--- config.mk ---
export PLATFORM = sky130hd
export DESIGN_NAME = uart_tx_fifo
export DESIGN_NICKNAME = d
export VERILOG_FILES = /design/src/rtl/uart_tx_fifo.sv
export SDC_FILE = /design/constraint.sdc
export NUM_CORES = 1
export LEC_CHECK = 0
export ABC_AREA = 1
export CORE_MARGIN = 2
export CORE_UTILIZATION = 50
export DETAILED_ROUTE_END_ITERATION = 10
export PLACE_DENSITY = 0.7
export SYNTH_ARGS = -nofsm -noshare
export SYNTH_HDL_FRONTEND = slang
export SYNTH_SLANG_ARGS = --single-unit
--- constraint.sdc ---
create_clock -name clk -period 3.2 [get_ports clk]
set_input_delay 0.64 -clock clk [delete_from_list [all_inputs] [get_ports clk]]
set_output_delay 0.64 -clock clk [all_outputs]
set_load 0.03 [all_outputs]
--- src/rtl/uart_tx_fifo.sv ---
// uart_tx_fifo: 8N1 UART transmitter fed by a byte FIFO.
// Ports:
//   clk, rst                 - clock and async active-high reset
//   tx_data/tx_valid/tx_ready - byte push handshake into the FIFO
//   host_rts                 - host flow control, sampled only in IDLE
//   uart_tx                  - registered serial line, idle high
//   busy, fifo_count         - activity and queue depth status
//   overflow                 - sticky, push attempted while full
module uart_tx_fifo #(
    parameter int CLK_FREQ   = 25000000,
    parameter int BAUD       = 115200,
    parameter int FIFO_DEPTH = 16,
    parameter int FLOW_CTRL  = 1
) (
    input  logic                          clk,
    input  logic                          rst,
    input  logic [7:0]                    tx_data,
    input  logic                          tx_valid,
    output logic                          tx_ready,
    input  logic                          host_rts,
    output logic                          uart_tx,
    output logic                          busy,
    output logic [$clog2(FIFO_DEPTH):0]   fifo_count,
    output logic                          overflow
);

    localparam int DIV = (CLK_FREQ + BAUD / 2) / BAUD;
    localparam int BW  = (DIV > 1) ? $clog2(DIV) : 1;
    localparam int PW  = $clog2(FIFO_DEPTH);
    localparam int CW  = PW + 1;

    localparam logic [BW-1:0] BAUD_MAX = BW'(DIV - 1);
    localparam logic [CW-1:0] FULL_CNT = CW'(FIFO_DEPTH);
    localparam logic          NO_FLOW  = (FLOW_CTRL == 0);

    localparam logic [1:0] IDLE  = 2'd0;
    localparam logic [1:0] START = 2'd1;
    localparam logic [1:0] DATA  = 2'd2;
    localparam logic [1:0] STOP  = 2'd3;

    logic [7:0]    mem [FIFO_DEPTH];
    logic [PW-1:0] wr_ptr;
    logic [PW-1:0] rd_ptr;
    logic [1:0]    state;
    logic [BW-1:0] baud_cnt;
    logic [2:0]    bit_idx;
    logic [7:0]    shift_reg;
    logic          push;
    logic          pop;
    logic          bit_end;

    assign tx_ready = (fifo_count != FULL_CNT);
    assign busy     = (state != IDLE) || (fifo_count != '0);
    assign push     = tx_valid && tx_ready;
    assign pop      = (state == IDLE) && (fifo_count != '0)
                      && (host_rts || NO_FLOW);
    assign bit_end  = (baud_cnt == BAUD_MAX);

    always_ff @(posedge clk) begin
        if (push) begin
            mem[wr_ptr] <= tx_data;
        end
    end

    always_ff @(posedge clk or posedge rst) begin
        if (rst) begin
            wr_ptr     <= '0;
            rd_ptr     <= '0;
            fifo_count <= '0;
            overflow   <= 1'b0;
        end else begin
            if (push) begin
                wr_ptr <= wr_ptr + 1'b1;
            end
            if (pop) begin
                rd_ptr <= rd_ptr + 1'b1;
            end
            if (push && !pop) begin
                fifo_count <= fifo_count + 1'b1;
            end else if (pop && !push) begin
                fifo_count <= fifo_count - 1'b1;
            end
            if (tx_valid && !tx_ready) begin
                overflow <= 1'b1;
            end
        end
    end

    always_ff @(posedge clk or posedge rst) begin
        if (rst) begin
            state     <= IDLE;
            baud_cnt  <= '0;
            bit_idx   <= '0;
            shift_reg <= '0;
            uart_tx   <= 1'b1;
        end else begin
            unique case (state)
                IDLE: begin
                    uart_tx <= 1'b1;
                    if (pop) begin
                        shift_reg <= mem[rd_ptr];
                        baud_cnt  <= '0;
                        uart_tx   <= 1'b0;
                        state     <= START;
                    end
                end
                START: begin
                    if (bit_end) begin
                        baud_cnt <= '0;
                        bit_idx  <= '0;
                        uart_tx  <= shift_reg[0];
                        state    <= DATA;
                    end else begin
                        baud_cnt <= baud_cnt + 1'b1;
                    end
                end
                DATA: begin
                    if (bit_end) begin
                        baud_cnt <= '0;
                        if (bit_idx == 3'd7) begin
                            uart_tx <= 1'b1;
                            state   <= STOP;
                        end else begin
                            // shift so the next bit is always at [0]
                            bit_idx   <= bit_idx + 1'b1;
                            shift_reg <= {1'b0, shift_reg[7:1]};
                            uart_tx   <= shift_reg[1];
                        end
                    end else begin
                        baud_cnt <= baud_cnt + 1'b1;
                    end
                end
                default: begin
                    if (bit_end) begin
                        baud_cnt <= '0;
                        state    <= IDLE;
                    end else begin
                        baud_cnt <= baud_cnt + 1'b1;
                    end
                end
            endcase
        end
    end

endmodule

Yosys cells after proc, flatten, opt, wreduce, memory -nomap -nowiden
Memories as Yosys holds them, arrays and structs flattened. Cells that the tools add are included.

Bits in registers: 36. Input bits: 12. Output and inout bits: 9. RAM bits: 128. Memories: 1. Logic and storage cells: 74.

Add/sub/neg operators: 6. Eq/ne operators: 10. Reduce and logical (&&, ||, !) cells: 22. Mux-type cells: 26.

Memories: mem (depth 16, width 8, read ports 1, clocked after Yosys merged registers in 0, write ports 1, line 41) `logic [7:0] mem [FIFO_DEPTH];`.

Operators with widths (count): $mux W8 (6); $pmux W8 S2 (1); $mux W2 (5); $mux W5 (2); $ne A2 B2 Y1 const B (5); $reduce_bool A2 Y1 (5); $mux W3 (3); $add A4 B1 Y4 const B (2); $add A8 B1 Y8 const B (1); $eq A8 B8 Y1 const B (1); $reduce_and A4 Y1 (2); $logic_and A1 B1 Y1 (6); $mux W1 (6); $pmux W2 S3 (1); $pmux W3 S2 (1); $add A5 B1 Y5 const B (1); $ne A5 B5 Y1 const B (1); $reduce_and A5 Y1 (1); $reduce_bool A5 Y1 (1); $sub A5 B1 Y5 const B (1); $add A3 B1 Y3 const B (1); $eq A3 B3 Y1 const B (1); $logic_not A1 Y1 (3); $pmux W1 S3 (1); 6 further kinds (6).

Longest topological paths before layout
Gate-level depths: netlist (run 1).

Word-level depth: 6. Depth in mapped cells: 14. Mapped depth without buffers: 14.

Least setup slack after synthesis (run 1)
Ideal clock, no wire load.

Path kind: reg-to-reg. Start: reg fifo_count[1]. End: reg fifo_count[4]. Period minus slack after synthesis: 2.581 ns. Path slack: 0.619 ns. Path buffers: 0. Cell stages (with the launch flop): 14. Arrival time: 2.454 ns. Path through: dfrtp_1 nor2_1 nand4_1 nand2_1 inv_2 ha_1 fa_1 inv_1 a21oi_1 nor2_1 nor2_1 xor2_1 nand2_1 o21ai_0.

Elaborated cells on any way between the ends: 14.

RTL lines: start, declared (line 23) `output logic [$clog2(FIFO_DEPTH):0] fifo_count,`; start signal, assigned (line 79) `fifo_count <= fifo_count + 1'b1;`; start signal, assigned (line 81) `fifo_count <= fifo_count - 1'b1;`; $ne A5 B5 Y1 * (line 52) `assign tx_ready = (fifo_count != FULL_CNT);`; via tx_ready (line 19) `output logic tx_ready,`; $logic_and A1 B1 Y1 * (line 54) `assign push = tx_valid && tx_ready;`; via push (line 48) `logic push;`; $logic_not A1 Y1 (line 80) `end else if (pop && !push) begin`; $logic_and A1 B1 Y1 (line 80); $reduce_bool A2 Y1 (no line).

The timed path passes the listed nets; every way through them passes the cells marked *. The select of a mux whose other input is x is not followed. A chain may end at the register's enable or synchronous reset.

Worst setup path in the final report (run 1)
Start: reg state[0]. End: out busy.

Cells in the longest elaborated chain, start to end: 2.

RTL lines: start, declared (line 44) `logic [1:0] state;`; start signal, assigned (line 91) `state <= IDLE;`; start signal, assigned (line 104) `state <= START;`; start signal, assigned (line 112) `state <= DATA;`; $reduce_bool A2 Y1 (line 53) `assign busy = (state != IDLE) || (fifo_count != '0);`; $logic_or A1 B1 Y1 (line 53); end, declared (line 22) `output logic busy,`.

No other way between the ends.

==> results of run 1 <==
[worst paths after layout]
kind	depth (start not counted)	startpoint	endpoint
setup / recovery	5	state[0]	busy
hold / removal	1	overflow	overflow
setup reg to reg	14	state[0]	fifo_count[4]
hold reg to reg	1	overflow	overflow
max in group asynchronous	3	rst	uart_tx
min in group asynchronous	2	rst	baud_cnt[6]
[power by group through the flow]
stage / registers [mW] / clock network (mW) / logic [mW]
CTS: 2.92 / 1.84 / 2.78
finish: 2.93 / 1.81 / 2.78
global placement: 2.95 / 0 / 2.66
global route: 2.97 / 1.93 / 3.14
detailed placement: 2.96 / 0 / 2.75
floorplan: 2.93 / 0 / 2.03
[cell type report]
class | count | share of cell area
Sequential cell | 164 | 0.570
Timing Repair Buffer | 27 | 0.0304
Clock inverter | 10 | 0.0105
Clock buffer | 20 | 0.0525
Multi-Input combinational cell | 452 | 0.265
Inverter | 96 | 0.0433
Tap cell | 184 | 0.0277
[critical path: stages, from the launching register on]
cell             delay, ps
dfrtp_1                410
inv_1                  100
ha_1                   320
inv_1                  160
or2_2                  310
clkdlybuf4s50_1        590
[metrics by stage]
| step | cell area (um^2) | total power [mW] | instances | utilization | setup WS, ps |
|---|---|---|---|---|---|
| 2_1_floorplan | 7460 | 4.96 | 739 | - | 619 |
| 3_3_place_gp | 7800 | 5.61 | 923 | 0.537 | 445 |
| 3_5_place_dp | 7800 | 5.71 | 923 | 0.537 | 328 |
| 4_1_cts | 8320 | 7.54 | 953 | 0.573 | 233 |
| 5_1_grt | 8320 | 8.04 | 953 | 0.573 | 120 |
| 6_report | 8320 | 7.52 | 953 | 0.573 | 247 |
[cell usage after synthesis, types with 2 or more instances]
cell type	n	area (um^2)
nand2_1	214	803
edfxtp_1	128	3840
inv_1	93	349
nand3_1	86	430
nor2_1	56	210
dfrtp_1	35	876
o21ai_0	24	120
buf_2	18	90.1
ha_1	17	213
xor2_1	10	87.6
o211ai_1	8	60.1
nand4_1	6	37.5
a21oi_1	4	20.0
clkbuf_1	4	15.0
o21ai_1	4	20.0
buf_4	3	22.5
nand2_2	3	18.8
nor2_2	3	18.8
inv_2	2	7.51
nand2_4	2	22.5
o32ai_1	2	17.5
or2_2	2	12.5
[kinds of logic after synthesis]
logic type	Yosys count	share of synthesized area
buffers and inverters	123	0.0674
adder cells (fa/ha/maj)	18	0.0312
flip-flops	164	0.636
XOR/XNOR	11	0.0129
AO/OA/AOI/OAI	48	0.0391
AND/OR/NAND/NOR	375	0.213
[layer usage]
metal / global-route usage / vias to the layer above / part of all wire
li1: - / 2460 / -
met1: 0.269 / 2370 / 0.42
met2: 0.347 / 149 / 0.50
met3: 0.0489 / 23 / 0.060
met4: 0.0737 / 0 / 0.018
met5: 0 / - / 0
==> results by group, run 1 <==
Yosys
  • Mapped Area: 0.00746 mm^2
  • Number of synthesized flops with an enable pin: 128
  • Ys flop type: edfxtp_1
  • Cell count after synthesis: 739
  • Yosys Warn Count: 0
  • Synth cell types: 37
  • Sequential fraction of the synthesis area: 0.636
  • Synth Area per Inst: 10.1 um^2
  • Yosys reg bits: 164
  • Fraction of registers with async set/reset: 0.220
  • Post-synth net total: 769

GRT
  • First-pass GRT wire length: 25,200 um
  • Vias in the first global route: 4,871
  • Pin count of the biggest net entering global routing: 44
  • Initial antenna violation count: 0
  • Grt ovf: 0
  • GRT Util Overall: 0.208

Power
  • P_int: 4.61 mW
  • Combinational fraction of design power: 0.370
  • Leak pwr: 3.53 nW
  • Sequential share of power: 0.389
  • Clock power frac: 0.241
  • Power Dens Cells: 904 mW/mm^2
  • VDD IR max: 547 uV
  • Switching power: 2.91 mW
  • Sw Ratio: 0.387

Floorplanning
  • Die Span X: 126 um
  • Placement row count: 44
  • Die ar.: 0.0159 mm^2
  • Chip Height: 126 um
  • Boundary pin count: 21
  • Initial Utilization: 0.513
  • Core outline area: 0.0145 mm^2

Timing
  • Rel. slew slack: 0.479
  • RSZ-0062 raised after global routing: no
  • Hold slack final: 471 ps
  • Fin. Hold Viols: 0
  • Actual slew at the worst max-slew pin: 779 ps
  • Final Cycle Share: 0.923
  • # setup viols final: 0
  • Final Max Slew Viols: 0
  • Final min period: 2950 ps
  • Setup TNS: 0 ps
  • Worst Skew: 9.34 ps
  • Peak Freq: 0.339 GHz

Clock network
  • CTS sink cnt: 164
  • Inserted Clock Buffers: 17
  • Clock root buffer: clkbuf_16
  • Post-CTS setup buffers: 0
  • Clock buffer depth: 2
  • Clock slew at reported path FFs: 60 ps
  • Htree depth: 4
  • CTS Hold Buffers Added: 0
  • CTS tree: built
  • Cts repair resizes: 0
  • Clk Latency, worst-skew pair: 420 ps

Route
  • Drt initial violations: 466
  • Via Count: 5,002
  • Residual DRC count: 0
  • Routed WL per cell: 16.2 um
  • Vias per cell: 5.25
  • Post-DRT Antenna Nets: 0
  • Final WL: 15,500 um
  • Drt first pass iters: 5

Setup path
  • CP Max Fanout: 6
  • R2R setup slack: 570 ps
  • CP required: 2560 ps
  • Critical Path AT: 2310 ps
  • WS Path Type: reg -> out
  • CP Capture Type: output port
  • Startpoint types: register

Finish
  • Reg area: 0.00475 mm^2
  • Commonest non-fill, non-tap cells in the layout: 214 x nand2_1, 128 x edfxtp_1, 93 x inv_1, 86 x nand3_1, 56 x nor2_1
  • N_diodes: 0
  • Most common cell after layout, fill and taps aside: nand2_1
  • Largest register FFs: 128
  • Multi-input logic area: 0.00221 mm^2
  • Filler instances: 1,231
  • Area growth, synth to finish: 11.6%
  • Final-stage net count: 788
  • Layout cells sized above 1: 0.0663

Placed design
  • Placed wire-length estimate: 10,300 um
  • Number of port buffers: 20
  • Placer Congestion: 0.824

Run
  • Total of max-cap violations: 0

Run status
  • Status: finished, final reports clean

Hold path
  • Min-Delay Path Class: reg -> reg
Power figures use the tool's default switching activity.
==> run 2, diff against run 1 <==
--- a/config.mk
+++ b/config.mk
@@ -6,10 +6,12 @@
 export NUM_CORES = 1
 export LEC_CHECK = 0
 export ABC_AREA = 1
+export CELL_PAD_IN_SITES_DETAIL_PLACEMENT = 1
+export CELL_PAD_IN_SITES_GLOBAL_PLACEMENT = 1
 export CORE_MARGIN = 2
-export CORE_UTILIZATION = 50
+export CORE_UTILIZATION = 49
 export DETAILED_ROUTE_END_ITERATION = 10
-export PLACE_DENSITY = 0.7
+export PLACE_DENSITY = 0.83
 export SYNTH_ARGS = -nofsm -noshare
 export SYNTH_HDL_FRONTEND = slang
 export SYNTH_SLANG_ARGS = --single-unit
==> run 2 against run 1 <==
Sequential share of layout area shrank 0.94 points; routed wire length grew 29%; final cell count grew 1.3%; critical path depth is the same; critical path type unchanged; register-to-register slack lost 150 ps; clock power grew 18%; via count grew 6.7%; setup slack lost 53 ps; combinational power grew 10%; count of clock-buffer cells in the layout shrank 1.
==> results by group, run 2 (synthesis results as in run 1) <==
Run status
  • Status: finished, final reports clean

Finish
  • Final-stage net count: 794
  • Layout cells sized above 1: 0.0772
  • N_diodes: 0
  • Largest register FFs: 128
  • Reg area: 0.00475 mm^2
  • Area growth, synth to finish: 13.5%
  • Final Cell Area: 0.00846 mm^2
  • Commonest non-fill, non-tap cells in the layout: 214 x nand2_1, 128 x edfxtp_1, 93 x inv_1, 86 x nand3_1, 56 x nor2_1
  • Multi-input logic area: 0.00221 mm^2
  • Most common cell after layout, fill and taps aside: nand2_1
  • Filler instances: 1,622

GRT
  • Pin count of the biggest net entering global routing: 76
  • GRT Util Overall: 0.261
  • Grt ovf: 0
  • Initial antenna violation count: 0
  • Vias in the first global route: 5,750
  • First-pass GRT wire length: 31,400 um

Clock network
  • Clk Latency, worst-skew pair: 440 ps
  • Clock slew at reported path FFs: 60 ps
  • Post-CTS setup buffers: 0
  • Clock root buffer: clkbuf_16
  • Clock buffer depth: 2
  • CTS Hold Buffers Added: 0
  • Cts repair resizes: 0
  • CTS sink cnt: 164
  • CTS tree: built
  • Inserted Clock Buffers: 17
  • Htree depth: 4

Route
  • Post-DRT Antenna Nets: 0
  • Via Count: 5,337
  • Residual DRC count: 0
  • Vias per cell: 5.53
  • Drt initial violations: 409
  • Final WL: 20,000 um
  • Drt first pass iters: 4
  • Routed WL per cell: 20.7 um

Timing
  • RSZ-0062 raised after global routing: no
  • Peak Freq: 0.333 GHz
  • Fin. Hold Viols: 0
  • Final worst slack: 194 ps
  • Worst Skew: 11.4 ps
  • Hold slack final: 485 ps
  • Final Max Slew Viols: 0
  • Final min period: 3010 ps
  • Setup TNS: 0 ps
  • Actual slew at the worst max-slew pin: 893 ps
  • Final Cycle Share: 0.940
  • Rel. slew slack: 0.403
  • # setup viols final: 0

Hold path
  • Min-Delay Path Class: reg -> reg

Setup path
  • WS Path Type: reg -> out
  • Cell mode on critical path: inv_1
  • Startpoint types: register
  • Slowest stage delay, CP: 590 ps
  • CP Capture Type: output port
  • Cells along the critical path: inv_1 -> ha_1 -> inv_1 -> or2_2 -> clkdlybuf4s50_1
  • CP Max Fanout: 6
  • Crit path max-delay cell type: clkdlybuf4s50_1
  • Critical Path AT: 2370 ps
  • CP required: 2560 ps

Placed design
  • Placed wire-length estimate: 12,200 um
  • Placement Setup Slack: 325 ps
  • Placer Congestion: 0.816
  • Number of port buffers: 20
  • Placed instance area: 0.00785 mm^2

Run
  • Total of max-cap violations: 0

Floorplanning
  • Placement row count: 45
  • Boundary pin count: 21
  • Die Span X: 127 um
  • Initial Utilization: 0.496
  • Chip Height: 127 um
  • Core outline area: 0.0150 mm^2
  • Die ar.: 0.0162 mm^2

Power
  • VDD IR max: 526 uV
  • Power Dens Cells: 957 mW/mm^2
  • Leak pwr: 3.61 nW
[run 2: changes by cell type in the layout (fill, tap and decap cells not counted)]
cell / delta
buf_4: +6
bufinv_16: +3
clkbuf_1: -1
clkinv_2: -1
inv_6: +1
[run 2: through the flow]
step / std cells / utilization / total power, mW
after CTS: 965 / 0.563 / 8.13
final: 965 / 0.563 / 8.10
after global placement: 933 / 0.522 / 5.69
after floorplan: 739 / - / 4.96
after detailed placement: 933 / 0.522 / 5.89
after global routing: 965 / 0.563 / 8.56
[run 2: per-layer routing]
layer	vias to the layer above	global-route usage	share of wire
met5	-	0	0
met4	0	0.132	0.035
met3	45	0.0398	0.043
li1	2472	-	-
met2	151	0.435	0.50
met1	2669	0.334	0.42
[run 2: where the power goes]
| group | internal, mW | switching (mW) | total (mW) | leakage, nW |
|---|---|---|---|---|
| Combinational | 0.918 | 2.15 | 3.07 | 1.72 |
| Sequential | 2.67 | 0.226 | 2.89 | 1.60 |
| Clock | 1.30 | 0.838 | 2.14 | 0.287 |
[run 2: path summary, 6_finish.rpt]
kind	to	cells past startpoint	slack (ps)	from
max reg2reg	fifo_count[4]	14	420	state[0]
max	busy	5	190	state[0]
min	overflow	1	490	overflow
min reg2reg	overflow	1	490	overflow
min in group asynchronous	fifo_count[1]	2	580	rst
max in group asynchronous	uart_tx	3	1830	rst
[run 2: cell type report]
| class | count | area share |
|---|---|---|
| inverters | 96 | 0.0426 |
| well taps | 188 | 0.0278 |
| multi-input cells | 452 | 0.261 |
| flip-flops and latches | 164 | 0.561 |
| repair buffers | 33 | 0.0352 |
| clock buffers | 19 | 0.0512 |
| clock inverters | 13 | 0.0214 |
[run 2: worst max-delay path, delay by kind of cell, from the launching register on]
family	cells	cell delay [ps]
buffers and inverters	3	860
AND/OR/NAND/NOR	1	320
flip-flops	1	410
adder cells (fa/ha/maj)	1	350
==> run 3, diff against run 2 <==
--- a/config.mk
+++ b/config.mk
@@ -8,9 +8,10 @@
 export ABC_AREA = 1
 export CELL_PAD_IN_SITES_DETAIL_PLACEMENT = 1
 export CELL_PAD_IN_SITES_GLOBAL_PLACEMENT = 1
-export CORE_MARGIN = 2
+export CORE_MARGIN = 1
 export CORE_UTILIZATION = 49
 export DETAILED_ROUTE_END_ITERATION = 10
+export GPL_ROUTABILITY_DRIVEN = 0
 export PLACE_DENSITY = 0.83
 export SYNTH_ARGS = -nofsm -noshare
 export SYNTH_HDL_FRONTEND = slang
==> run 3 against run 2 <==
Final area increased by 1.3%; clock skew decreased by 1.9 ps; sequential share of layout area decreased by 0.71 points; final cell count increased by 0.31%; first-iteration DRC count decreased by 11%; count of clock-buffer cells in the layout decreased by 1; sequential power about the same; register-to-register slack got worse by 80 ps; critical path depth unchanged; setup slack improved by 25 ps.
==> results by group, run 3 (synthesis results as in run 1) <==
Clock network
  • CTS Hold Buffers Added: 0
  • Clk Latency, worst-skew pair: 430 ps
  • Cts repair resizes: 0
  • CTS tree: built
  • Clock root buffer: clkbuf_16
  • Htree depth: 4
  • Clock buffer depth: 2
  • Clock slew at reported path FFs: 60 ps
  • CTS sink cnt: 164
  • Inserted Clock Buffers: 17
  • Post-CTS setup buffers: 0

GRT
  • GRT met2 Usage: 0.495
  • Pin count of the biggest net entering global routing: 76
  • GRT busiest layer: met2
  • GRT Util Overall: 0.277
  • Grt ovf: 0
  • Initial antenna violation count: 0
  • Vias in the first global route: 5,938
  • Met1 usage: 0.326
  • GRT met3 Usage: 0.0436
  • First-pass GRT wire length: 32,400 um

Timing
  • # setup viols final: 0
  • Final Max Slew Viols: 0
  • Worst Skew: 9.49 ps
  • Final worst slack: 218 ps
  • Peak Freq: 0.335 GHz
  • Fin. Hold Viols: 0
  • Final Cycle Share: 0.932
  • Rel. slew slack: 0.398
  • RSZ-0062 raised after global routing: no
  • Final min period: 2980 ps
  • Setup TNS: 0 ps
  • Actual slew at the worst max-slew pin: 900 ps

Placed design
  • Placed wire-length estimate: 12,500 um
  • Number of port buffers: 20
  • Placed instance area: 0.00790 mm^2
  • Placement Setup Slack: 249 ps

Setup path
  • RR Startpoint: state[1]
  • Cells along the critical path: inv_1 -> ha_1 -> inv_1 -> or2_2 -> clkdlybuf4s50_1
  • Crit path buf inv count: 3
  • Cell mode on critical path: inv_1
  • Slowest stage delay, CP: 600 ps
  • Crit path max-delay family: buffers and inverters
  • Reg2Reg Depth: 14
  • CP Max Fanout: 6
  • R2R setup slack: 340 ps
  • CP Capture Type: output port
  • Worst path depth: 5
  • Crit path max-delay cell type: clkdlybuf4s50_1
  • Crit path from: state[1]
  • Startpoint types: register
  • CP required: 2560 ps
  • Reg-to-Reg End: fifo_count[4]
  • WS Path Type: reg -> out
  • Critical Path AT: 2340 ps

Finish
  • Largest register FFs: 128
  • Final Cell Area: 0.00857 mm^2
  • Final-stage net count: 801
  • Most common cell after layout, fill and taps aside: nand2_1
  • N_diodes: 0
  • Filler instances: 1,583
  • Utilization after layout: 0.583
  • Area growth, synth to finish: 14.9%
  • Commonest non-fill, non-tap cells in the layout: 214 x nand2_1, 128 x edfxtp_1, 93 x inv_1, 86 x nand3_1, 56 x nor2_1
  • Layout cells sized above 1: 0.0880

Hold path
  • WHS Endpoint: overflow
  • Hold Startpoint: overflow
  • Min-Delay Path Class: reg -> reg
  • Worst Hold Depth: 1

Floorplanning
  • Die ar.: 0.0157 mm^2
  • Boundary pin count: 21
  • Die Span X: 125 um
  • Core outline area: 0.0147 mm^2
  • Chip Height: 125 um
  • Placement row count: 44
  • Initial Utilization: 0.507

Route
  • Via Count: 5,430
  • Final WL: 20,400 um
  • Routed WL per cell: 21.1 um
  • Drt initial violations: 364
  • Residual DRC count: 0
  • Post-DRT Antenna Nets: 0
  • Vias per cell: 5.61
  • Drt first pass iters: 6

Run status
  • Status: finished, final reports clean

Power
  • Leak pwr: 3.68 nW
  • VDD IR max: 528 uV
  • Power Dens Cells: 977 mW/mm^2

Run
  • Total of max-cap violations: 0
## run 3: cell count changes in the layout (fill, tap and decap cells not counted), sizes merged
cell and delta:
buf +7, clkinv -3, inv +3, bufinv +2, clkbuf -1, clkinvlp -1
## run 3: through the flow
| stage | total power [mW] | hold slack [ps] | cells |
|---|---|---|---|
| 3_3_place_gp | 5.70 | 457 | 936 |
| 5_1_grt | 8.82 | 505 | 968 |
| 3_5_place_dp | 5.95 | 469 | 936 |
| 4_1_cts | 8.39 | 483 | 968 |
| 2_1_floorplan | 4.96 | 449 | 739 |
| 6_report | 8.37 | 477 | 968 |
## run 3: worst register-to-register path, cell delays in order, from the launching register on
cell,delay [ps]
dfrtp_1,400
inv_1,100
ha_1,320
inv_1,170
nor2_4,210
inv_1,120
ha_1,250
inv_1,170
ha_1,280
a21oi_1,150
nor2_1,80
nor2_1,120
xor2_1,220
nand2_1,90
o21ai_0,100
## run 3: routing by layer
| layer | share of wire | vias to the layer above | wire length (um) |
|---|---|---|---|
| met5 | 0 | - | 0 |
| met4 | 0.033 | 0 | 669 |
| met3 | 0.043 | 50 | 882 |
| met2 | 0.52 | 178 | 10600 |
| met1 | 0.40 | 2717 | 8210 |
| li1 | - | 2485 | - |
## run 3: worst max path at each step
stage                               end  slack (ps)
after floorplan           fifo_count[4]         620
after global placement    fifo_count[4]         440
after detailed placement  fifo_count[4]         250
after CTS                          busy         210
after global routing      fifo_count[4]         110
final                              busy         220
## run 3: power breakdown
group	switching (mW)	total, mW	internal, mW	leakage [nW]
Combinational	2.19	3.12	0.936	1.76
Sequential	0.232	2.90	2.66	1.60
Clock	0.880	2.35	1.47	0.318
## run 3: layout make-up
class	instances	area [um^2]	share of cell area
timing repair buffer	40	350	0.0409
sequential	164	4750	0.554
inverter	96	360	0.0420
clock inverter	14	246	0.0288
tap	184	230	0.0269
multi-input combinational	452	2210	0.258
clock buffer	18	429	0.0501
